### src/rtl/video_pkg.sv
// rtl/video_pkg.sv - shared constants, pixel type and capture state enum
package video_pkg;

    localparam int IMG_W        = 640;
    localparam int IMG_H        = 480;
    localparam int FRAME_PIXELS = IMG_W * IMG_H;
    localparam int DATA_W       = 8;

    typedef logic [DATA_W-1:0] pixel_t;

    typedef enum logic [1:0] {
        IDLE  = 2'd0,
        RECV  = 2'd1,
        FLUSH = 2'd2,
        DONE  = 2'd3
    } cap_state_e;

endpackage

### src/rtl/video_frame_capture_if.sv
// rtl/video_frame_capture_if.sv - pixel stream in, frame-memory write port out
interface video_frame_capture_if
    import video_pkg::*;
#(
    parameter int ADDR_W = 19
);
    pixel_t              s_data;
    logic                s_valid;
    logic                s_last;
    logic                s_ready;
    logic                mem_stall;
    logic                wr_en;
    logic [ADDR_W-1:0]   wr_addr;
    pixel_t              wr_data;
    logic [9:0]          pix_x;
    logic [8:0]          pix_y;

    modport master (
        output s_data, s_valid, s_last, mem_stall,
        input  s_ready, wr_en, wr_addr, wr_data, pix_x, pix_y
    );

    modport slave (
        input  s_data, s_valid, s_last, mem_stall,
        output s_ready, wr_en, wr_addr, wr_data, pix_x, pix_y
    );
endinterface

### src/rtl/pixel_xy_counter.sv
// rtl/pixel_xy_counter.sv - linear pixel index with x/y raster coordinates
module pixel_xy_counter #(
    parameter int IMG_W  = 640,
    parameter int IMG_H  = 480,
    parameter int ADDR_W = 19
) (
    input  logic              clk,
    input  logic              rst,
    input  logic              clr,
    input  logic              inc,
    output logic [ADDR_W-1:0] cnt,
    output logic [9:0]        x,
    output logic [8:0]        y,
    output logic              term
);
    localparam logic [ADDR_W-1:0] LAST_CNT = ADDR_W'(IMG_W * IMG_H - 1);
    localparam logic [9:0]        LAST_X   = 10'(IMG_W - 1);

    logic [ADDR_W-1:0] cnt_q, cnt_d;
    logic [9:0]        x_q, x_d;
    logic [8:0]        y_q, y_d;

    assign term = (cnt_q == LAST_CNT);

    // The counter parks on the final pixel so it can never run past the frame.
    always_comb begin
        cnt_d = cnt_q;
        x_d   = x_q;
        y_d   = y_q;
        if (clr) begin
            cnt_d = '0;
            x_d   = '0;
            y_d   = '0;
        end else if (inc && !term) begin
            cnt_d = cnt_q + 1'b1;
            if (x_q == LAST_X) begin
                x_d = '0;
                y_d = y_q + 9'd1;
            end else begin
                x_d = x_q + 10'd1;
            end
        end
    end

    always_ff @(posedge clk) begin
        if (!rst) begin
            cnt_q <= '0;
            x_q   <= '0;
            y_q   <= '0;
        end else begin
            cnt_q <= cnt_d;
            x_q   <= x_d;
            y_q   <= y_d;
        end
    end

    assign cnt = cnt_q;
    assign x   = x_q;
    assign y   = y_q;
endmodule

### src/rtl/video_frame_capture.sv
// rtl/video_frame_capture.sv - captures one streamed frame per start into frame memory
module video_frame_capture
    import video_pkg::*;
#(
    parameter int IMG_W  = video_pkg::IMG_W,
    parameter int IMG_H  = video_pkg::IMG_H,
    parameter int ADDR_W = 19
) (
    input  logic                    clk,
    input  logic                    rst,
    input  logic                    start,
    video_frame_capture_if.slave    bus,
    output logic                    busy,
    output logic                    done,
    output logic                    err_early_last,
    output logic                    err_late_last,
    output logic [31:0]             frame_sum
);
    cap_state_e        state_q, state_d;
    logic              wr_en_q, wr_en_d;
    logic [ADDR_W-1:0] wr_addr_q, wr_addr_d;
    pixel_t            wr_data_q, wr_data_d;
    logic [9:0]        pix_x_q, pix_x_d;
    logic [8:0]        pix_y_q, pix_y_d;
    logic [31:0]       sum_q, sum_d;
    logic              early_q, early_d;
    logic              late_q, late_d;

    logic              cnt_clr, cnt_inc, cnt_term, accept;
    logic [ADDR_W-1:0] cnt;
    logic [9:0]        x;
    logic [8:0]        y;

    pixel_xy_counter #(.IMG_W(IMG_W), .IMG_H(IMG_H), .ADDR_W(ADDR_W)) u_xy (
        .clk  (clk),
        .rst  (rst),
        .clr  (cnt_clr),
        .inc  (cnt_inc),
        .cnt  (cnt),
        .x    (x),
        .y    (y),
        .term (cnt_term)
    );

    assign busy        = (state_q == RECV) || (state_q == FLUSH);
    assign done        = (state_q == DONE);
    assign bus.s_ready = busy && !bus.mem_stall;
    assign accept      = bus.s_valid && bus.s_ready;

    always_comb begin
        state_d   = state_q;
        wr_en_d   = 1'b0;
        wr_addr_d = wr_addr_q;
        wr_data_d = wr_data_q;
        pix_x_d   = pix_x_q;
        pix_y_d   = pix_y_q;
        sum_d     = sum_q;
        early_d   = early_q;
        late_d    = late_q;
        cnt_clr   = 1'b0;
        cnt_inc   = 1'b0;
        unique case (state_q)
            IDLE: begin
                if (start) begin
                    state_d = RECV;
                    cnt_clr = 1'b1;
                    sum_d   = '0;
                    early_d = 1'b0;
                    late_d  = 1'b0;
                end
            end
            RECV: begin
                if (accept) begin
                    wr_en_d   = 1'b1;
                    wr_addr_d = cnt;
                    wr_data_d = bus.s_data;
                    pix_x_d   = x;
                    pix_y_d   = y;
                    sum_d     = sum_q + 32'(bus.s_data);
                    cnt_inc   = 1'b1;
                    if (bus.s_last) begin
                        early_d = early_q | !cnt_term;
                        state_d = DONE;
                    end else if (cnt_term) begin
                        late_d  = 1'b1;
                        state_d = FLUSH;
                    end
                end
            end
            // Overlong frame: drain the source up to its last marker without writing.
            FLUSH: begin
                if (accept && bus.s_last) begin
                    state_d = DONE;
                end
            end
            DONE: state_d = IDLE;
            default: state_d = IDLE;
        endcase
    end

    always_ff @(posedge clk) begin
        if (!rst) begin
            state_q   <= IDLE;
            wr_en_q   <= 1'b0;
            wr_addr_q <= '0;
            wr_data_q <= '0;
            pix_x_q   <= '0;
            pix_y_q   <= '0;
            sum_q     <= '0;
            early_q   <= 1'b0;
            late_q    <= 1'b0;
        end else begin
            state_q   <= state_d;
            wr_en_q   <= wr_en_d;
            wr_addr_q <= wr_addr_d;
            wr_data_q <= wr_data_d;
            pix_x_q   <= pix_x_d;
            pix_y_q   <= pix_y_d;
            sum_q     <= sum_d;
            early_q   <= early_d;
            late_q    <= late_d;
        end
    end

    assign bus.wr_en    = wr_en_q;
    assign bus.wr_addr  = wr_addr_q;
    assign bus.wr_data  = wr_data_q;
    assign bus.pix_x    = pix_x_q;
    assign bus.pix_y    = pix_y_q;
    assign frame_sum    = sum_q;
    assign err_early_last = early_q;
    assign err_late_last  = late_q;
endmodule

### src/flat_wrapper.sv
// flat-port wrapper written by rule: the top's interface ports become plain ports
module video_frame_capture_flat import video_pkg::*;
#(
    parameter int IMG_W  = video_pkg::IMG_W,
    parameter int IMG_H  = video_pkg::IMG_H,
    parameter int ADDR_W = 19
)
  (clk, rst, start, busy, done, err_early_last, err_late_last, frame_sum, bus_s_data, bus_s_valid, bus_s_last, bus_mem_stall, bus_s_ready, bus_wr_en, bus_wr_addr, bus_wr_data, bus_pix_x, bus_pix_y);
  video_frame_capture_if #(.ADDR_W(ADDR_W)) bus_i ();
  input  logic clk;
  input  logic rst;
  input  logic start;
  output logic busy;
  output logic done;
  output logic err_early_last;
  output logic err_late_last;
  output logic [31:0] frame_sum;
  input wire logic [$bits(bus_i.s_data)-1:0] bus_s_data;
  input wire logic [$bits(bus_i.s_valid)-1:0] bus_s_valid;
  input wire logic [$bits(bus_i.s_last)-1:0] bus_s_last;
  input wire logic [$bits(bus_i.mem_stall)-1:0] bus_mem_stall;
  output wire logic [$bits(bus_i.s_ready)-1:0] bus_s_ready;
  output wire logic [$bits(bus_i.wr_en)-1:0] bus_wr_en;
  output wire logic [$bits(bus_i.wr_addr)-1:0] bus_wr_addr;
  output wire logic [$bits(bus_i.wr_data)-1:0] bus_wr_data;
  output wire logic [$bits(bus_i.pix_x)-1:0] bus_pix_x;
  output wire logic [$bits(bus_i.pix_y)-1:0] bus_pix_y;
  assign bus_i.s_data = bus_s_data;
  assign bus_i.s_valid = bus_s_valid;
  assign bus_i.s_last = bus_s_last;
  assign bus_i.mem_stall = bus_mem_stall;
  assign bus_s_ready = bus_i.s_ready;
  assign bus_wr_en = bus_i.wr_en;
  assign bus_wr_addr = bus_i.wr_addr;
  assign bus_wr_data = bus_i.wr_data;
  assign bus_pix_x = bus_i.pix_x;
  assign bus_pix_y = bus_i.pix_y;
  video_frame_capture #(.IMG_W(IMG_W), .IMG_H(IMG_H), .ADDR_W(ADDR_W)) u_core (.clk(clk), .rst(rst), .start(start), .bus(bus_i), .busy(busy), .done(done), .err_early_last(err_early_last), .err_late_last(err_late_last), .frame_sum(frame_sum));
endmodule
### config.mk
export PLATFORM = sky130hd
export DESIGN_NAME = video_frame_capture_flat
export DESIGN_NICKNAME = d
export VERILOG_FILES = /design/src/rtl/video_pkg.sv /design/src/rtl/video_frame_capture_if.sv /design/src/rtl/pixel_xy_counter.sv /design/src/rtl/video_frame_capture.sv /design/src/flat_wrapper.sv
export SDC_FILE = /design/constraint.sdc
export NUM_CORES = 1
export LEC_CHECK = 0
export CAP_MARGIN = 20
export CORE_UTILIZATION = 53
export DETAILED_ROUTE_END_ITERATION = 8
export PLACE_DENSITY_LB_ADDON = 0.12
export SETUP_SLACK_MARGIN = 0.05
export SLEW_MARGIN = 20
export SYNTH_ARGS = -nofsm -noshare
export SYNTH_HDL_FRONTEND = slang
export SYNTH_SLANG_ARGS = --single-unit
### constraint.sdc
create_clock -name clk -period 3.39 [get_ports clk]
set_input_delay 1.017 -clock clk [delete_from_list [all_inputs] [get_ports clk]]
set_output_delay 1.017 -clock clk [all_outputs]
set_load 0.01 [all_outputs]
# ---- Yosys cells after proc, flatten, opt, wreduce, memory -nomap -nowiden
# Cells that the tools add are included.
# W data, S select, Z words.
dict set report op_classes {
  addsub 4
  n_eq_ne 12
  muxes 22
  bitwise 2
  reduce_logical 16
}
# cell count
set op_table {}
lappend op_table {{$mux W32} 2}
lappend op_table {{$pmux W32 S2} 1}
lappend op_table {{$add A32 B8 Y32} 1}
lappend op_table {{$add A19 B1 Y19 const B} 1}
lappend op_table {{$eq A19 B19 Y1 const B} 1}
lappend op_table {{$add A10 B1 Y10 const B} 1}
lappend op_table {{$eq A10 B10 Y1 const B} 1}
lappend op_table {{$mux W1} 10}
lappend op_table {{$mux W10} 1}
lappend op_table {{$mux W2} 5}
lappend op_table {{$add A9 B1 Y9 const B} 1}
lappend op_table {{$ne A2 B2 Y1 const B} 4}
lappend op_table {{$pmux W2 S4} 1}
lappend op_table {{$reduce_and A4 Y1} 2}
lappend op_table {{$reduce_and A5 Y1} 1}
lappend op_table {{$eq A2 B2 Y1 const B} 2}
lappend op_table {{$logic_and A1 B1 Y1} 4}
lappend op_table {{$ne A2 B1 Y1 const B} 2}
lappend op_table {{$pmux W1 S2} 2}
lappend op_table {{$reduce_and A2 Y1} 2}
lappend op_table {{$ne A3 B2 Y1 const B} 1}
lappend op_table {{$reduce_and A3 Y1} 1}
lappend op_table {{$eq A2 B1 Y1 const B} 1}
lappend op_table {{$logic_not A1 Y1} 2}
lappend op_table {{6 further kinds} 6}
dict set report word_totals {
  regBits 121
  output_inout_bits 84
  elab_cells 68
}

# ---- Longest topological paths before layout
dict set report depth {
  ltp_word 8
  depth_mapped 10
  mapped_depth_nobuf 8
}

# ---- By module
# A second synthesis with hierarchy kept.
dict set report hier_totals {
  hier_cells 735
  area_unflattened_um2 6068.3
}
# module n_inst cells_per_inst area_each_um2 seq_area_each_um2
set by_module_without_submodules {}
lappend by_module_without_submodules {video_frame_capture 1 465 3860.0 1661.6}
lappend by_module_without_submodules {pixel_xy_counter 1 270 2208.4 760.7}

# ---- Worst setup path after synthesis
# OpenSTA, ideal clock, no wires.
dict set report synth_path {
  kind {input port to flip-flop}
  from {input port bus_s_data[0]}
  to {register u_core.sum_q[30] (netlist: u_core.frame_sum[30])}
  setup_ps 71
  t_arrival_ps 3004
  required_ps 3319
  setup_slack_ps 316
  stages 9
  path_buffers 1
  cell_sequence {ha_1 inv_1 fa_1 nand2b_1 a211oi_4 o22ai_1 buf_2 or4_1 a21oi_1}
}
dict set report synth_between {
  elab_chain_cells 3
}
# element line
set synth_lines {}
lappend synth_lines {{from (decl)} flat_wrapper.sv:18} ;# input wire logic [$bits(bus_i.s_data)-1:0] bus_s_data;
lappend synth_lines {{$add A32 B8 Y32} video_frame_capture.sv:79} ;# sum_d = sum_q + 32'(bus.s_data);
lappend synth_lines {{$mux W32} video_frame_capture.sv:73} ;# if (accept) begin
lappend synth_lines {{$pmux W32 S2} video_frame_capture.sv:62} ;# unique case (state_q)
lappend synth_lines {{to (signal assigned)} video_frame_capture.sv:119} ;# sum_q <= sum_d;
lappend synth_lines {{to (decl)} video_frame_capture.sv:25} ;# logic [31:0] sum_q, sum_d;
# Every way passes these cells. The select of a mux whose other input is x is not followed.
# A chain may end at the register's enable or synchronous reset.

# ---- Worst setup path after layout
dict set report layout_path {
  from {input port bus_s_data[0]}
  to {register u_core.sum_q[28] (netlist: u_core.frame_sum[28])}
}
# The elaborated chain is that of the path after synthesis.

==> flow_summary_export.csv <==
group,metric,value,unit
status,status,"finished, final reports clean",
setup_path,start_kind,"primary input",
routing,drc,0,
timing,rsz0062_at_grt,"no",
power_and_ir_drop,totalPowerFinal,3.977,mW
clock_network,cts_tree,"built",
die,dieArea,11250,sq um
power_and_ir_drop,p_int,2.997,mW
power_and_ir_drop,swShare,24.65,%
clock_network,cts_max_level,4,
placed_design,hpwl,9767,um
die,fp.dieH,106.1,um
setup_path,reg2reg_slack,0.85,ns
routing,num_vias,5270,
run,max_cap_violations,0,
routing,dr.pass1.iters,4,
timing,fin_skew,0.007334,ns
finish,drive_gt1_share,9.347,%
routing,vias_per_cell,5.741,
yosys,yosys.cell_types.count,61,
setup_path,worstSetupPathType,"in2reg",
clock_network,cts_made_buffers,17,
yosys,synth-edff-count,0,
die,core_area,10420,sq um
routing,post_drt_wl_per_cell,15.73,um
timing,drv_slew,0,
clock_network,clockRootBuffer,"clkbuf_8",
yosys,synthCells,667,
routing,drt-initial-drc-count,252,
setup_path,max_stage_delay,0.54,ns
placed_design,place_congestion,0.8523,
power_and_ir_drop,power_density,525.4,nW/um^2
timing,max_slew_margin,32.95,%
clock_network,cts_num_sinks,121,
routing,wirelength,14440,um
global_route,grt_max_degree,60,
timing,finalHoldViolations,0,
timing,min_period_over_period,92.51,%
yosys,synth_seq_cells,121,
power_and_ir_drop,p_switching,0.9802,mW
global_route,grt_pass1_vias,5218,
placed_design,port_buffers,97,
setup_path,cp-end-kind,"register",
global_route,antenna_found_initial,0,
yosys,ys_seq_area_share,42.21,%
finish,syn_to_final_growth,31.89,%
yosys,synth_warnings,0,
yosys,syn_nets,698,
setup_path,crit_arrival,3.59,ns
timing,whs,0.4592,ns
setup_path,path_max_fanout,9,
global_route,grt_pass1_wl,24230,um
placed_design,placed_cells,886,
setup_path,cp_top_family,"simple AND/OR/NAND/NOR gates",
power_and_ir_drop,p_seq_share,36.9,%
timing,finalSetupViolations,0,
finish,nets,800,
clock_network,cts_max_path_buffers,2,
finish,fin_cells,918,
power_and_ir_drop,p_leak,2.649,nW
clock_network,cts_resized,0,
min_path,hold_class,"reg2reg",
clock_network,cts_setup_buffers,0,
clock_network,clk_latency,0.52,ns
setup_path,cp_cell_sequence,"clkdlybuf4s50_1, ha_1, inv_1, fa_1, nand2b_1, a211oi_4, o22ai_1, or4_1, a21oi_1",
die,start_util,55.10,%
setup_path,critPathRequiredTime,3.84,ns
clock_network,postCtsHoldBufs,0,
timing,fmax,318.9,MHz
yosys,syn_avg_cell_area,8.605,sq um
die,die-width,106.1,um
power_and_ir_drop,clockPowerShare,49.0,%
die,io_pins,98,
global_route,grt_usage,27.05,%
timing,worstMarginPinSlew,0.9991,ns
power_and_ir_drop,p_comb_share,14.1,%
power_and_ir_drop,vdd_ir_drop_max,298.1,uV
timing,min_period,3.136,ns
setup_path,worst-path-buf-inv,2,
yosys,ys_async_sr_fraction,0,%
die,rows,37,
yosys,ys.flop_type,"dfxtp_1",
yosys,netlist_area,5739,sq um
routing,ant_nets,0,
setup_path,crit_slowest_cell,"or4_1",
global_route,gr-total-overflow,0,
clock_network,cts.reportedPaths.clkPinSlew,0.05,ns
## power groups by stage
stage / registers [mW] / clock network, mW / logic (mW)
2_1_floorplan: 1.50 / 0 / 0.359
3_3_place_gp: 1.49 / 0 / 0.531
3_5_place_dp: 1.50 / 0 / 0.548
4_1_cts: 1.47 / 1.97 / 0.554
5_1_grt: 1.47 / 2.04 / 0.611
6_report: 1.47 / 1.95 / 0.559
## registers in the layout, indices dropped and copies added (netlist names), 2 cells and up
register / count
u_core.frame_sum: 32
u_core.bus.pix_x: 10
u_core.u_xy.cnt: 19
u_core.bus.pix_y: 9
u_core.state_q: 2
u_core.u_xy.x: 10
u_core.bus.wr_data: 8
u_core.u_xy.y: 9
u_core.bus.wr_addr: 19
## Yosys cell counts (8+ instances only)
cell	n	area, sq um
nand3_1	16	80.08
ha_1	16	200.2
buf_1	8	30.03
nor2_1	50	187.7
o2111ai_1	13	113.9
dfxtp_1	121	2422
and3_1	9	56.30
inv_1	11	41.29
o21ai_0	15	75.07
a21boi_0	46	345.3
a21oi_1	27	135.1
o31ai_1	13	97.59
clkbuf_1	26	97.59
nor2b_1	9	56.30
xor2_1	35	306.5
nand4_1	14	87.58
o211ai_1	16	120.1
nand2_1	117	439.2
or4_1	19	142.6
## layout by cell type (no fill, tap or decap), types with 4 or more instances in the layout
cell type	Yosys	routed
dfxtp_1	121	121
nand2_1	117	117
clkdlybuf4s50_1	0	95
nor2_1	50	50
a21boi_0	46	46
xor2_1	35	35
buf_4	1	28
a21oi_1	27	27
or4_1	19	19
o211ai_1	16	16
nand3_1	16	16
clkbuf_16	0	16
o21ai_0	15	15
ha_1	16	15
nand4_1	14	14
o2111ai_1	13	13
o31ai_1	13	13
inv_1	11	11
and3_1	9	9
nor2b_1	9	8
nor3_1	7	7
and2_1	6	6
or3_1	6	6
clkbuf_8	0	5
bufinv_16	0	5
a21o_1	4	4
o21a_1	4	4
a211oi_1	4	4
and4_1	4	4
## path summary, 6_finish.rpt
| kind | from | depth (start not counted) | endpoint |
|---|---|---|---|
| min reg2reg | u_core.bus.wr_addr[10] | 2 | u_core.bus.wr_addr[10] |
| max | bus_s_data[0] | 9 | u_core.frame_sum[28] |
| min | u_core.bus.wr_addr[10] | 2 | u_core.bus.wr_addr[10] |
| max reg2reg | u_core.state_q[1] | 7 | u_core.u_xy.cnt[8] |
## metal layers
layer,global-route usage [%],wire [um],vias to the layer above
li1,-,-,2589
met1,32.96,6387,2523
met2,44.54,6920,137
met3,6.990,850,21
met4,12.80,280,0
met5,0,0,-
## logic make-up (layout without fill, tap and decap cells)
kind of cell               after synthesis  count (layout)  synth area share (%)
buffers and inverters                   53             167                 3.684
adders and majority gates               17              17                 3.837
DFF                                    121             121                 42.21
other                                    0               1                     0
muxes                                    2               2                0.3488
and+or+nand+nor                        274             274                 23.83
AOI/OAI and AO/OA                      163             163                 20.45
xor gates and xnor gates                37              37                 5.646
## stage by stage
stage	TNS, ns	cell area [sq um]	utilization (%)	worst slack (ns)
2_1_floorplan	0	5739	-	0.3156
3_3_place_gp	-0.4379	6917	66.40	-0.1034
3_5_place_dp	-1.262	6917	66.40	-0.2335
4_1_cts	0	7560	72.58	0.05920
5_1_grt	0	7567	72.65	0.1106
6_report	0	7570	72.67	0.2540
## layout make-up
cell class                      count  area (sq um)
Multi-Input combinational cell    493          3112
Fill cell                         845          2846
Sequential cell                   121          2422
Timing Repair Buffer              125          1179
Clock buffer                       24         480.5
Tap cell                          136         170.2
Clock inverter                      7         162.7
Inverter                           11         41.29
Antenna cell                        1         2.502
## worst min-delay path: stages (launching register included)
cell      delay [ns]
dfxtp_1         0.30
nand2_1         0.04
a21boi_0        0.06
Power figures use the tool's default switching activity.
